**config.mk**
```make
export PLATFORM = sky130hd
export DESIGN_NAME = axis_trigger_scope
export DESIGN_NICKNAME = d
export VERILOG_FILES = /design/src/rtl/axis_trigger_scope.sv
export SDC_FILE = /design/constraint.sdc
export NUM_CORES = 1
export LEC_CHECK = 0
export ABC_AREA = 1
export CAP_MARGIN = 20
export CELL_PAD_IN_SITES_DETAIL_PLACEMENT = 1
export CELL_PAD_IN_SITES_GLOBAL_PLACEMENT = 2
export CORE_UTILIZATION = 27
export DETAILED_ROUTE_END_ITERATION = 6
export GPL_ROUTABILITY_DRIVEN = 0
export PLACE_DENSITY_LB_ADDON = 0.1
export SYNTH_ARGS = -nofsm -noshare
export SYNTH_HDL_FRONTEND = slang
export SYNTH_SLANG_ARGS = --single-unit
```
**constraint.sdc**
```tcl
create_clock -name aclk -period 4.1 [get_ports aclk]
set_input_delay 0.82 -clock aclk [delete_from_list [all_inputs] [get_ports aclk]]
set_output_delay 0.82 -clock aclk [all_outputs]
set_load 0.01 [all_outputs]
```
**src/rtl/axis_trigger_scope.sv**
```systemverilog
// Multi-channel capture controller: pass-through stream, circular write address, pre-trigger window, level/edge trigger; TRG_TIMESTAMP_EN adds ts_data.
// Zero-latency combinational pass-through; s_axis_tready is tied high, so no backpressure is ever applied upstream.
module axis_trigger_scope #(
  parameter int CHANNELS   = 2,
  parameter int CH_WIDTH   = 16,
  parameter int CNTR_WIDTH = 12,
  parameter int TS_WIDTH   = 32,
  localparam int SEL_W     = (CHANNELS > 1) ? $clog2(CHANNELS) : 1
) (
  input  logic                         aclk,
  input  logic                         areset,
  input  logic                         run_flag,
  input  logic                         trg_flag,
  input  logic [1:0]                   trg_mode,
  input  logic [SEL_W-1:0]             trg_chan,
  input  logic signed [CH_WIDTH-1:0]   trg_level,
  input  logic [CNTR_WIDTH-1:0]        pre_data,
  input  logic [CNTR_WIDTH-1:0]        tot_data,
  output logic [CNTR_WIDTH+1:0]        sts_data,
  output logic                         s_axis_tready,
  input  logic [CHANNELS*CH_WIDTH-1:0] s_axis_tdata,
  input  logic                         s_axis_tvalid,
  output logic [CHANNELS*CH_WIDTH-1:0] m_axis_tdata,
  output logic                         m_axis_tvalid,
  output logic [CNTR_WIDTH-1:0]        m_axis_tuser
`ifdef TRG_TIMESTAMP_EN
  ,
  output logic [TS_WIDTH-1:0]          ts_data
`endif
);

  typedef enum logic [1:0] {S_IDLE, S_PRE, S_ARMED, S_POST} state_t;

  state_t                     state, state_nxt;
  logic [CNTR_WIDTH-1:0]      addr, trg_addr, pre_cnt, post_cnt, post_len;
  logic [CNTR_WIDTH-1:0]      pre_cnt_inc, post_cnt_inc;
  logic                       done, prev_valid;
  logic signed [CH_WIDTH-1:0] prev, cur;
  logic                       active, accepted, hit_rise, hit_fall, hit;
  logic                       start, trg_take, post_end;

  if (TS_WIDTH < 1) begin : g_ts_width_check
    $error("TS_WIDTH must be at least 1");
  end

  assign active        = (state != S_IDLE);
  assign accepted      = active && s_axis_tvalid;
  assign s_axis_tready = 1'b1;
  assign m_axis_tdata  = s_axis_tdata;
  assign m_axis_tvalid = accepted;
  assign m_axis_tuser  = addr;
  assign sts_data      = {trg_addr, done, active};
  assign pre_cnt_inc   = pre_cnt + 1'b1;
  assign post_cnt_inc  = post_cnt + 1'b1;
  assign post_len      = (tot_data > pre_data) ? (tot_data - pre_data) : CNTR_WIDTH'(1);

  // Out-of-range channel selects fall back to channel 0.
  always_comb begin
    cur = s_axis_tdata[CH_WIDTH-1:0];
    for (int k = 1; k < CHANNELS; k++) begin
      if (trg_chan == SEL_W'(k)) cur = s_axis_tdata[k*CH_WIDTH +: CH_WIDTH];
    end
  end

  assign hit_rise = prev_valid && (prev < trg_level) && (cur >= trg_level);
  assign hit_fall = prev_valid && (prev >= trg_level) && (cur < trg_level);

  always_comb begin
    hit = 1'b0;
    case (trg_mode)
      2'b00:   hit = trg_flag;
      2'b01:   hit = hit_rise;
      2'b10:   hit = hit_fall;
      default: hit = hit_rise || hit_fall;
    endcase
  end

  always_comb begin
    state_nxt = state;
    start     = 1'b0;
    trg_take  = 1'b0;
    post_end  = 1'b0;
    case (state)
      S_IDLE: begin
        if (run_flag) begin
          state_nxt = S_PRE;
          start     = 1'b1;
        end
      end
      S_PRE: begin
        if ((pre_data == '0) || (accepted && (pre_cnt_inc == pre_data))) state_nxt = S_ARMED;
      end
      S_ARMED: begin
        if (accepted && hit) begin
          trg_take = 1'b1;
          // A one-sample post window completes on the trigger sample itself.
          if (post_len == CNTR_WIDTH'(1)) begin
            state_nxt = S_IDLE;
            post_end  = 1'b1;
          end else begin
            state_nxt = S_POST;
          end
        end
      end
      default: begin
        if (accepted && (post_cnt_inc == post_len)) begin
          state_nxt = S_IDLE;
          post_end  = 1'b1;
        end
      end
    endcase
  end

  always_ff @(posedge aclk) begin
    if (areset) begin
      state      <= S_IDLE;
      addr       <= '0;
      trg_addr   <= '0;
      pre_cnt    <= '0;
      post_cnt   <= '0;
      done       <= 1'b0;
      prev_valid <= 1'b0;
      prev       <= '0;
    end else begin
      state <= state_nxt;
      if (start) begin
        addr       <= '0;
        pre_cnt    <= '0;
        post_cnt   <= '0;
        done       <= 1'b0;
        prev_valid <= 1'b0;
      end else begin
        if (accepted) begin
          addr       <= addr + 1'b1;
          prev       <= cur;
          prev_valid <= 1'b1;
        end
        if ((state == S_PRE) && accepted) pre_cnt <= pre_cnt_inc;
        if (trg_take) begin
          trg_addr <= addr;
          post_cnt <= CNTR_WIDTH'(1);
        end else if ((state == S_POST) && accepted) begin
          post_cnt <= post_cnt_inc;
        end
        if (post_end) done <= 1'b1;
      end
    end
  end

`ifdef TRG_TIMESTAMP_EN
  logic [TS_WIDTH-1:0] ts_cnt;

  always_ff @(posedge aclk) begin
    if (areset) begin
      ts_cnt  <= '0;
      ts_data <= '0;
    end else if (start) begin
      ts_cnt <= '0;
    end else begin
      if (accepted && (ts_cnt != '1)) ts_cnt <= ts_cnt + 1'b1;
      if (trg_take) ts_data <= ts_cnt;
    end
  end
`endif

endmodule
```
==> run summary <==
total power - 0.00257 W
Cell Rows - 53
FFs w/ async S/R, synth - 0%
sequential share of the synthesized area - 23.6%
DRT antenna net count - 0
CTS Sinks - 68
# diodes - 0
compound-cell area share of the yosys netlist - 11.7%
Non-Filler Instances - 1,297
status - completed
WHS Endpoint - trg_addr[5]
CTS tree - done
DRT iter0 DRCs - 155
placed insts - 1,281
CTS resizes - 0
H-tree Lvls - 3
Final Skew - 0.00930 ns
post-synthesis mux area share - 3.10%
first-pass GRT wire length - 29,500 um
Clk Latency, worst-skew pair - 0.35 ns
crit path capture type - flip-flop
DR DRC count - 0
grt ovf - 0
Fmax - 277 MHz
reg-to-reg startpoint - state[0]
hold path cells - 2
commonest non-fill, non-tap cell in the layout - nand2_1
Initial Util - 27.5%
total track usage - 17.0%
Pleak - 3.47 nW
max-cap violation count - 0
R2R depth - 10
die outline height - 148 um
flop2flop setup slack - 1.34 ns
Worst-Margin Slew - 0.511 ns
Port Buffers - 138
Core Area - 0.0210 mm2
Syn Area/Cell - 6.37 um2
drt total wl - 17,900 um
drt wl/cell - 13.8 um
number of antenna violations at the first check in global routing - 0
Clock transition at path regs - 0.06 ns
crit share post-route - 88.2%
worst rel slew slack - 65.8%
Cell Area, Synth - 0.00578 mm2
Syn Nets - 1,040
most area-consuming cells after synthesis - dfxtp_1 (24%), nand2_1 (16%), ha_1 (11%), inv_1 (8.6%), nor2_1 (6.0%)
Syn. warnings - 0
TritonRoute pass-1 iters - 6
Critical Path RT - 4.38 ns
Reg-to-Reg End - post_cnt[1]
setup tns final - 0 ns
setup bufs post-CTS - 0
DR vias/cell - 4.49
Synth Area in Simple Gates - 32.8%
crit path DAT - 3.89 ns
#FFs+latches synth - 68
layout cells sized above 1 - 7.14%
largest family of logic cells by synthesized area - simple AND/OR/NAND/NOR gates
Area growth syn-to-layout - 31.7%
adder-cell share of the synthesized area - 11.6%
Root Buffer Master - clkbuf_16
hold buffers post-CTS - 0
cell taking the most area after synthesis - dfxtp_1
Mapped Cells - 907
synth unique cells - 45
Die Width - 148 um
hold path start - trg_addr[5]
Synth Area in XOR/XNOR - 2.27%
Num CTS Buffers - 9
largest net degree at the start of global routing - 19
vias in the first global route - 6,049
top cell type's share of synthesized area - 23.6%
power per cell area - 338 mW/mm2
vias after detailed routing - 5,825
RSZ-0062 raised after global routing - no
CTS max path bufs - 2
CP startpoint kind - primary input
maximum fanout along the worst path - 16
Setup Crit Path Kind - in2reg
nets - 1,150
DPL Wire Length - 14,700 um
most used flip-flop cell after synthesis - dfxtp_1
Worst VDD drop - 0.000205 V
Final Hold Viols - 0
max-slew violations - 0
number of synthesized flops with an enable pin - 0
min Tclk post-route - 3.61 ns
most frequent cells in the layout - nand2_1 (243), clkdlybuf4s50_1 (138), inv_1 (133)
IO Count - 140
Hold Crit Class - reg2reg
Final Setup Violations - 0
area of the die - 0.0220 mm2
## cells in the mapped netlist (2+ instances only)
cell type and count:
nand2_1 243, inv_1 133, nor2_1 92, dfxtp_1 68
a21oi_1 59, ha_1 52, nand3_1 44, o21ai_0 42
buf_4 36, nand4_1 20, mux2_2 15, clkbuf_1 13
xor2_1 13, nor3_1 11, a211oi_1 5, inv_2 5
nand2_2 5, nand3_2 5, nor2_2 5, o21ai_1 4
o21bai_1 4, nand3b_1 3, o211ai_1 3, a21o_1 2
clkinv_1 2, nor2_4 2, nor4_1 2, xnor2_1 2
## per-layer routing
layer | routed length [um] | GRT usage, %
met1 | 8930 | 21.8
met2 | 8080 | 29.0
met3 | 638 | 3.07
met4 | 225 | 4.79
met5 | 0 | 0
## through the flow
| stage | area (um2) | hold slack [ns] | util (%) | worst slack (ns) |
|---|---|---|---|---|
| 2_1_floorplan | 5780 | 0.449 | - | 0.526 |
| 3_3_place_gp | 7300 | 0.456 | 34.7 | 0.173 |
| 3_5_place_dp | 7300 | 0.459 | 34.7 | 0.0859 |
| 4_1_cts | 7610 | 0.468 | 36.2 | 0.431 |
| 5_1_grt | 7610 | 0.489 | 36.2 | 0.133 |
| 6_report | 7610 | 0.465 | 36.2 | 0.485 |
## critical path: stages
cell and delay [ns]:
clkdlybuf4s50_1 0.51, buf_12 0.16, mux2_2 0.35, ha_1 0.33, nand4_1 0.14, nor3_1 0.23, nand2_1 0.11, nand3_1 0.10
nand2_1 0.06, nor2_1 0.08, nand2_1 0.07, nand2_1 0.06, nand2_1 0.05, nand2_1 0.08, nand3_1 0.23, inv_1 0.14
buf_4 0.16, nand2_1 0.06, a21oi_1 0.14
## power breakdown
part / internal (W) / switching (W)
Combinational: 0.000404 / 0.000548
Sequential: 0.000736 / 0.0000570
Clock: 0.000482 / 0.000344
Total: 0.00162 / 0.000949
## state kept, by name (all words and copies together), names as in the netlist
name and count:
done 1, m_axis_tuser 12, post_cnt 12, pre_cnt 12
prev 16, prev_valid 1, state 2, trg_addr 12
## logic make-up (layout without fill, tap and decap cells)
group / count (synthesis) / count (layout)
AND/OR/NAND/NOR: 438 / 438
buffers and inverters: 192 / 307
AO/OA/AOI/OAI: 124 / 124
flip-flops: 68 / 68
adder cells (fa/ha/maj): 53 / 53
multiplexers: 16 / 16
XOR/XNOR: 15 / 15
other: 1 / 1
## layout make-up
cell class,instances,area (um2)
clock buffers,9,225
clock inverters,7,82.6
fillers,2675,13400
inverters,141,534
multi-input cells,647,3550
flip-flops and latches,68,1360
well taps,275,344
repair buffers,150,1510
## worst max path at each step
stage | slack (ns) | cells after the start | endpoint | from
floorplan | 0.53 | 20 | trg_addr[2] | trg_chan
global placement | 0.17 | 22 | done | trg_chan
detailed placement | 0.09 | 19 | trg_addr[8] | trg_chan
CTS | 0.43 | 19 | trg_addr[8] | trg_chan
global route | 0.13 | 19 | trg_addr[8] | trg_chan
finish | 0.49 | 19 | trg_addr[8] | trg_chan
(Power assumes the default switching activity.)
